## src/rtl/vga_timing.sv

```systemverilog
// vga_timing: VGA raster timing generator with a one-pixel-latency registered colour/sync output stage.
module vga_timing #(
    parameter int H_VIS  = 640,
    parameter int H_FP   = 16,
    parameter int H_SYNC = 96,
    parameter int H_BP   = 48,
    parameter int V_VIS  = 480,
    parameter int V_FP   = 10,
    parameter int V_SYNC = 2,
    parameter int V_BP   = 33
) (
    input  logic       clk,
    input  logic       rst,
    input  logic [3:0] r_in,
    input  logic [3:0] g_in,
    input  logic [3:0] b_in,
    output logic [9:0] x,
    output logic [9:0] y,
    output logic       pix_en,
    output logic       visible,
    output logic       frame_start,
    output logic [3:0] vga_r,
    output logic [3:0] vga_g,
    output logic [3:0] vga_b,
    output logic       vga_hs,
    output logic       vga_vs
);
    localparam logic [9:0] H_LAST = 10'(H_VIS + H_FP + H_SYNC + H_BP - 1);
    localparam logic [9:0] V_LAST = 10'(V_VIS + V_FP + V_SYNC + V_BP - 1);
    localparam logic [9:0] HS_LO  = 10'(H_VIS + H_FP);
    localparam logic [9:0] HS_HI  = 10'(H_VIS + H_FP + H_SYNC - 1);
    localparam logic [9:0] VS_LO  = 10'(V_VIS + V_FP);
    localparam logic [9:0] VS_HI  = 10'(V_VIS + V_FP + V_SYNC - 1);
    localparam logic [9:0] X_VIS  = 10'(H_VIS);
    localparam logic [9:0] Y_VIS  = 10'(V_VIS);

    logic        pix_en_q, pix_en_d;
    logic [9:0]  x_q, x_d, y_q, y_d;
    logic [11:0] rgb_q, rgb_d;
    logic        hs_q, hs_d, vs_q, vs_d;

    // Everything advances only on pixel-enable edges, so X/Y are stable for two clocks.
    always_comb begin
        pix_en_d = ~pix_en_q;
        x_d      = pix_en_q ? ((x_q == H_LAST) ? 10'd0 : x_q + 10'd1) : x_q;
        y_d      = (pix_en_q && x_q == H_LAST) ? ((y_q == V_LAST) ? 10'd0 : y_q + 10'd1) : y_q;
        rgb_d    = pix_en_q ? (visible ? {r_in, g_in, b_in} : 12'h000) : rgb_q;
        hs_d     = pix_en_q ? !(x_q >= HS_LO && x_q <= HS_HI) : hs_q;
        vs_d     = pix_en_q ? !(y_q >= VS_LO && y_q <= VS_HI) : vs_q;
    end

    always_ff @(posedge clk or posedge rst) begin
        if (rst) begin
            pix_en_q <= 1'b0;
            x_q      <= 10'd0;
            y_q      <= 10'd0;
            rgb_q    <= 12'h000;
            hs_q     <= 1'b1;
            vs_q     <= 1'b1;
        end else begin
            pix_en_q <= pix_en_d;
            x_q      <= x_d;
            y_q      <= y_d;
            rgb_q    <= rgb_d;
            hs_q     <= hs_d;
            vs_q     <= vs_d;
        end
    end

    assign x           = x_q;
    assign y           = y_q;
    assign pix_en      = pix_en_q;
    assign visible     = (x_q < X_VIS) && (y_q < Y_VIS);
    assign frame_start = pix_en_q && x_q == 10'd0 && y_q == 10'd0;
    assign vga_r       = rgb_q[11:8];
    assign vga_g       = rgb_q[7:4];
    assign vga_b       = rgb_q[3:0];
    assign vga_hs      = hs_q;
    assign vga_vs      = vs_q;
endmodule

```

## config.mk

```make
export PLATFORM = sky130hd
export DESIGN_NAME = vga_timing
export DESIGN_NICKNAME = d
export VERILOG_FILES = /design/src/rtl/vga_timing.sv
export SDC_FILE = /design/constraint.sdc
export NUM_CORES = 1
export LEC_CHECK = 0
export ABC_AREA = 1
export BUFFER_PORTS_ARGS = -buffer_cell sky130_fd_sc_hd__buf_2
export CORE_MARGIN = 1
export CORE_UTILIZATION = 50
export DETAILED_ROUTE_END_ITERATION = 12
export PLACE_DENSITY = 0.79
export SYNTH_ARGS = -nofsm -noshare
export SYNTH_HDL_FRONTEND = slang
export SYNTH_SLANG_ARGS = --single-unit
export TNS_END_PERCENT = 10
```

## constraint.sdc

```tcl
create_clock -name clk -period 2.3 [get_ports clk]
set_input_delay 0.115 -clock clk [delete_from_list [all_inputs] [get_ports clk]]
set_output_delay 0.115 -clock clk [all_outputs]
set_load 0.01 [all_outputs]
```

==> reports/results.tsv, run 1 <==
metric	value	unit
CTS Buf Count	5	
CP delay by family, top	compound AO/OA/AOI/OAI gates	
Compound-Gate Fraction of Synth Area	6.747	%
share of layout cells above drive strength 1	23.47	%
deepest clock path buffer count	2	
initial core utilization	54.00	%
Hold Crit Class	input pin to flip-flop	
slowest CP cell	o21ai_1	
Mapped Cells	241	
Worst setup EP type	output pin	
Die ar.	3995	sq um
Adder-Cell Fraction of Synth Area	2.672	%
Pre-Repair DR Iteration Count	4	
Placed Instances	331	
Clk Latency, worst-skew pair	0.30	ns
worst slew pin tran	0.6908	ns
outcome	complete, no violations	
Pint	0.0008586	W
Root Buffer	clkbuf_8	
Switching Fraction	24.02	%
post-route minimum period	1.774	ns
Final GP Congestion	0.8301	
Pleak	1.143	nW
Synth top area share	44.09	%
DR iter-0 viols	85	
Synth Net Count	259	
H-tree depth	2	
largest family of logic cells by synthesized area	simple AND/OR/NAND/NOR gates	
Routed Antenna Nets	0	
Row Count	21	
via count	1719	
Worst Path Buf+Inv	2	
Max-Cap Viols	0	
core area	3468	sq um
crit-path cells	nand2_1 -> o21ai_1 -> inv_1 -> buf_2	
CTS tree	built	
syn avg cell area	7.772	sq um
CP Launch Type	flip-flop	
PD cells	502.8	nW/um^2
grt ovf	0	
largest net degree at the start of global routing	36	
RSZ-0062 raised after global routing	no	
DRC viols	0	
switching power	0.0002714	W
GRT Util Overall	23.61	%
TNS Setup	0	ns
final hold vios	0	
share of power burned in the clock network	39.7	%
port bufs	50	
xor and xnor fraction of the mapped netlist area	3.741	%
Layout Cells excl Fill	340	
CTS clock-pin slew for the worst setup and hold paths	0.08	ns
drt wl/cell	12.08	microns
ant diodes	0	
unique cell type count in the Yosys netlist	29	
count of pins over their slew limit	0	
first-pass GRT wire length	7320	microns
simple-gate area share of the yosys netlist	31.06	%
Worst Path Arrival	1.66	ns
VDD IR-drop max	0.4104	mV
slew margin rel.	53.64	%
Die W	63.21	microns
Setup-failing EPs final	0	
# IOs	51	
Total Wirelength	4108	microns
initial antenna violation count	0	
main area contributors after synthesis	dfrtp_1, nand2_1, inv_1, o21ai_0, nand3_1	
Seq cells post-synth	35	
Seq/Total Area, Yosys	46.89	%
worst setup path category	flip-flop to output pin	
post-synth top area cell	dfrtp_1	
synth-to-layout area growth	19.97	%
Flop pwr share	55.9	%
Max stage delay on crit path	0.56	ns
Crit Path Max Fanout	13	
Util after Layout	64.79	%
Die Y	63.21	microns
mux contribution to synthesized area	0	%
Final period util	77.14	%
fmax	0.5637	GHz
Gate power share	4.5	%
Nets	311	
Vias/cell	5.056	
yosys warns	0	
synthesized cell area	1873	sq um
Detailed Place HPWL	2970	microns
CTS sink cnt	35	
Req. time, crit path	2.18	ns
vias in the first global route	1627	
Setup Skew	0.009265	ns
[synth_stat cells]
master    count
dfrtp_1      33
buf_6         1
o21ai_1       2
inv_2         1
nor4_1        1
inv_1        29
nand3_2       1
nor2_1       14
xnor2_1       1
nor2_4        2
nand4_1       7
nor2_2        1
nand3b_1      1
o21ai_0      21
clkbuf_1      3
buf_2         1
dfstp_2       2
inv_4         1
buf_4         2
nand2_1      71
a31oi_1       1
nand3_1      20
nor3_2        1
nor3_1       10
a21oi_1       1
clkbuf_2      1
and3_1        1
xor2_1        7
ha_1          4
[through the flow]
step                worst slack (ns)  total power [W]  cell area, sq um  hold WS [ns]
floorplan                     0.9666        0.0006659              1873        0.2678
global placement              0.5336        0.0006928              2148        0.2393
detailed placement            0.5079        0.0006936              2148        0.2377
CTS                           0.1961         0.001144              2247       0.06828
global route                  0.3208         0.001179              2247       0.09081
finish                        0.5259         0.001130              2247       0.07709
[final cells by class]
class                   count  area [sq um]
clock buffers               5         68.82
inverters                  31         118.9
fillers                   314          1221
flip-flops and latches     35         878.3
repair buffers             53         275.3
clock inverters             3         20.02
well taps                  46         57.56
multi-input cells         167         828.3
[layout by cell type, fill, tap and decap left out, types with 2 or more instances in the layout]
cell type	n
clkbuf_8	5
o21ai_1	3
ha_1	4
nor2_1	14
nand3_1	20
buf_2	50
nor2_4	2
nand4_1	7
xor2_1	7
inv_1	29
nand2_1	71
dfrtp_1	33
o21ai_0	20
clkinvlp_4	2
dfstp_2	2
nor3_1	10
buf_4	2
[path summary, 6_finish.rpt]
path,startpoint,to,slack (ns),cells past startpoint
setup / recovery,y[8],visible,0.53,4
hold / removal,r_in[1],rgb_q[9],0.08,3
setup reg to reg,x[1],y[4],0.72,8
hold reg to reg,vga_vs,vga_vs,0.48,2
max in group asynchronous,rst,vga_hs,1.52,4
min in group asynchronous,rst,y[8],0.45,4
[worst min-delay path, cell delays in order]
cell and delay, ns:
buf_2 0.09, nand2_1 0.05, o21ai_0 0.07
[timing repair]
action	in CTS	in global routing
gates resized for setup	0	1
setup endpoints to repair	0	1
endpoints found under the hold margin	33	0
hold buffers	1	0
buffers inserted	0	0
[power by group through the flow]
stage / Combinational [W] / Sequential [W] / Clock [W]
finish: 0.0000508 / 0.000631 / 0.000448
global route: 0.0000584 / 0.000632 / 0.000488
CTS: 0.0000522 / 0.000631 / 0.000460
detailed placement: 0.0000506 / 0.000643 / 0
global placement: 0.0000501 / 0.000643 / 0
floorplan: 0.0000175 / 0.000648 / 0
[per-layer routing]
layer	vias up	track usage, %	share of wire [%]
met4	0	9.659	1.8
met5	-	0	0
met3	6	7.065	6.7
li1	869	-	-
met1	787	32.87	48
met2	57	34.14	44
[logic make-up after synthesis]
kind of cell | count (synthesis)
and+or+nand+nor | 130
adders and majority gates | 4
xor gates and xnor gates | 8
AOI/OAI and AO/OA | 25
buffers and inverters | 39
DFF | 35
[sequential cells by signal, indices dropped and copies added, names as in the netlist]
register / count
y: 10
pix_en: 1
vga_vs: 1
rgb_q: 12
x: 10
vga_hs: 1
Power figures use the tool's default switching activity.
==> run 2, diff against run 1 <==
--- a/config.mk
+++ b/config.mk
@@ -5,12 +5,12 @@
 export SDC_FILE = /design/constraint.sdc
 export NUM_CORES = 1
 export LEC_CHECK = 0
-export ABC_AREA = 1
+export ABC_AREA = 0
 export BUFFER_PORTS_ARGS = -buffer_cell sky130_fd_sc_hd__buf_2
 export CORE_MARGIN = 1
-export CORE_UTILIZATION = 50
+export CORE_UTILIZATION = 46
 export DETAILED_ROUTE_END_ITERATION = 12
-export PLACE_DENSITY = 0.79
+export PLACE_DENSITY = 0.77
 export SYNTH_ARGS = -nofsm -noshare
 export SYNTH_HDL_FRONTEND = slang
 export SYNTH_SLANG_ARGS = --single-unit
==> constraint.sdc (replaced) <==
create_clock -name clk -period 1.46 [get_ports clk]
set_input_delay 0.073 -clock clk [delete_from_list [all_inputs] [get_ports clk]]
set_output_delay 0.073 -clock clk [all_outputs]
set_load 0.01 [all_outputs]
==> run 2 against run 1 <==
Compared with the run above: the run now ends with setup timing left; worst setup slack worse by 0.92 ns; area after synthesis is 9.4% lower; register-to-register slack worse by 0.87 ns; cell area is 6.5% higher; sequential power is 58% higher; critical endpoint is now frame_start; largest cell class unchanged; largest power group unchanged.
==> reports/results.tsv, run 2 <==
metric	value	unit	change
drt wl/cell	14.48	microns	was 12.08 microns
max reg flops	12		unchanged
Worst setup EP type	output pin		unchanged
GRT Util Overall	24.21	%	was 23.61%
Synth top area share	48.64	%	was 44.09%
commonest cells after routing, fill and taps aside	buf_2, dfrtp_1, buf_4		was nand2_1, buf_2, dfrtp_1
Hold Crit Class	input pin to flip-flop		unchanged
Worst Path Arrival	1.78	ns	was 1.66 ns
Post-synth ARST share	100.0	%	unchanged
most common cell after layout, fill and taps aside	buf_2		was nand2_1
Final Worst Setup Slack	-0.3902	ns	was 0.5259 ns
Row Count	21		unchanged
ant diodes	0		unchanged
syn avg cell area	10.55	sq um	was 7.772 sq um
vias in the first global route	1597		was 1627
CTS sink cnt	35		unchanged
worst slew pin tran	0.4278	ns	was 0.6908 ns
port bufs	50		unchanged
Root Buffer	clkbuf_8		unchanged
Largest Register	rgb_q		unchanged
grt ovf	0		unchanged
CP Launch Type	flip-flop		unchanged
H-tree depth	2		unchanged
count of pins over their slew limit	0		unchanged
filler instances	269		was 314
Placed Instances	277		was 331
share of layout cells above drive strength 1	43.21	%	was 23.47%
Setup-failing EPs final	16		was 0
synthesized cell area	1698	sq um	was 1873 sq um
PD cells	813.5	nW/um^2	was 502.8 nW/um^2
Die W	62.76	microns	was 63.21 microns
Synth Net Count	179		was 259
post-synth top area cell	dfrtp_1		unchanged
Nets	260		was 311
Gate power share	4.1	%	was 4.5%
deepest clock path buffer count	2		unchanged
Mapped Cells	161		was 241
via count	1541		was 1719
Switching Fraction	21.40	%	was 24.02%
core area	3442	sq um	was 3468 sq um
Die Y	62.76	microns	was 63.21 microns
Pre-Repair DR Iteration Count	4		unchanged
CTS Buf Count	5		unchanged
DRC viols	0		unchanged
Crit Path Max Fanout	3		was 13
fmax	0.5405	GHz	
VDD IR-drop max	0.6329	mV	was 0.4104 mV
DR iter-0 viols	80		was 85
main area contributors after synthesis	dfrtp_1, o2bb2ai_1, nand2_1, dfstp_2, xnor2_1		was dfrtp_1, nand2_1, inv_1, o21ai_0, nand3_1
largest net degree at the start of global routing	36		unchanged
slew margin rel.	71.48	%	was 53.64%
Synth Flop Type	dfrtp_1		unchanged
Final GP Congestion	0.8628		was 0.8301
unique cell type count in the Yosys netlist	36		was 29
# IOs	51		unchanged
Final period util	126.7	%	
CTS tree	built		unchanged
Clk Latency, worst-skew pair	0.30	ns	about the same
synth-to-layout area growth	40.90	%	was 19.97%
worst hold slack	0.007337	ns	was 0.07709 ns
Max-Cap Viols	0		unchanged
yosys warns	0		unchanged
Total Wirelength	4186	microns	was 4108 microns
Setup Skew	0.008759	ns	was 0.009265 ns
first-pass GRT wire length	7265	microns	was 7320 microns
initial core utilization	49.33	%	was 54.00%
Seq/Total Area, Yosys	51.73	%	was 46.89%
final hold vios	0		unchanged
outcome	complete, but fails checks		was complete, no violations
most common library cells after synthesis	dfrtp_1, nand2_1, o2bb2ai_1		was nand2_1, dfrtp_1, inv_1
Vias/cell	5.332		was 5.056
Seq cells post-synth	35		unchanged
Post-synth EDFFs	0		unchanged
Req. time, crit path	1.39	ns	was 2.18 ns
Layout Cells excl Fill	289		was 340
Die ar.	3938	sq um	was 3995 sq um
Pint	0.001530	W	was 0.0008586 W
initial antenna violation count	0		unchanged
RSZ-0062 raised after global routing	yes		was no
Detailed Place HPWL	2952	microns	was 2970 microns
failing checks	setup timing		
worst setup path category	flip-flop to output pin		unchanged
Routed Antenna Nets	0		unchanged
CTS clock-pin slew for the worst setup and hold paths	0.07	ns	was 0.08 ns
count leader, synth	dfrtp_1		was nand2_1
switching power	0.0004164	W	was 0.0002714 W
Pleak	1.214	nW	was 1.143 nW
share of power burned in the clock network	44.7	%	was 39.7%
Flop pwr share	51.2	%	was 55.9%
post-route minimum period	1.850	ns	
-- run 2: cell count changes in the layout (fill, tap and decap cells not counted), sizes merged, moves of 3 or more --
cell,change
nand2,-53
buf,+28
inv,-21
o21ai,-16
o2bb2ai,+12
nand3,-11
nor2,-10
nor3,-6
xnor2,+5
a21oi,+4
and4,+4
nor4,+3
-- run 2: power groups by stage --
stage               combinational [W]  clock, W  sequential [W]
floorplan                   0.0000291         0         0.00102
global placement            0.0000795         0         0.00101
detailed placement          0.0000821         0         0.00101
CTS                         0.0000831  0.000888        0.000995
global route                0.0000929  0.000936        0.000997
finish                      0.0000804  0.000870        0.000995
-- run 2: timing repair --
| action | in CTS | in global routing |
|---|---|---|
| hold buffers | 1 | 0 |
| buffers inserted | 0 | 3 |
| pin swaps | 4 | 4 |
| resized for setup | 6 | 9 |
| hold endpoints to repair | 33 | 0 |
| endpoints found under the setup margin | 12 | 16 |
-- run 2: path summary, 6_finish.rpt --
path | depth (start not counted) | to | from | slack [ns]
max reg2reg | 6 | y[5] | x[1] | -0.15
max | 5 | frame_start | x[0] | -0.39
min | 3 | rgb_q[0] | b_in[0] | 0.007
min reg2reg | 1 | rgb_q[6] | rgb_q[6] | 0.48
max in group asynchronous | 4 | vga_hs | rst | 0.71
min in group asynchronous | 4 | y[9] | rst | 0.42
-- run 2: cell type report --
class / instances / area (sq um) / area share [%]
multi-input combinational: 109 / 808.3 / 33.79
inverter: 10 / 37.54 / 1.569
clock inverter: 3 / 43.79 / 1.831
timing repair buffer: 81 / 496.7 / 20.76
tap: 46 / 57.56 / 2.406
clock buffer: 5 / 68.82 / 2.877
sequential: 35 / 879.6 / 36.77
-- run 2: routing by layer --
metal | vias to the layer above | track usage [%] | wire length, microns | share of wire, %
met5 | - | 0 | 0 | 0
li1 | 740 | - | - | -
met4 | 0 | 12.21 | 116 | 2.8
met1 | 732 | 29.52 | 1867 | 45
met2 | 57 | 40.08 | 1996 | 48
met3 | 12 | 5.474 | 204 | 4.9
-- run 2: per-stage QoR --
stage / area, sq um / setup TNS, ns / worst slack (ns) / utilization [%] / power, W
final: 2392 / -1.449 / -0.3902 / 69.50 / 0.001946
after global routing: 2392 / -2.724 / -0.4428 / 69.50 / 0.002027
after CTS: 2331 / -0.7175 / -0.3402 / 67.72 / 0.001967
after detailed placement: 2182 / -0.4434 / -0.08930 / 63.40 / 0.001094
after global placement: 2182 / -0.01620 / -0.01538 / 63.40 / 0.001093
after floorplan: 1715 / -0.1117 / -0.02388 / - / 0.001051
-- run 2: logic make-up (layout without fill, tap and decap cells) --
kind of cell | after synthesis | count (layout) | share of synthesized area, %
adder cells (fa/ha/maj) | 4 | 4 | 2.948
buffers and inverters | 17 | 99 | 4.790
XOR/XNOR | 11 | 11 | 5.674
multiplexers | 2 | 2 | 1.179
AO/OA/AOI/OAI | 28 | 28 | 11.50
AND/OR/NAND/NOR | 64 | 64 | 22.18
flip-flops | 35 | 35 | 51.73
-- run 2: critical path: stages (launching register included) --
cell     delay [ns]
dfrtp_2        0.43
inv_2          0.07
ha_4           0.11
or4b_4         0.47
nor4_4         0.23
buf_2          0.17
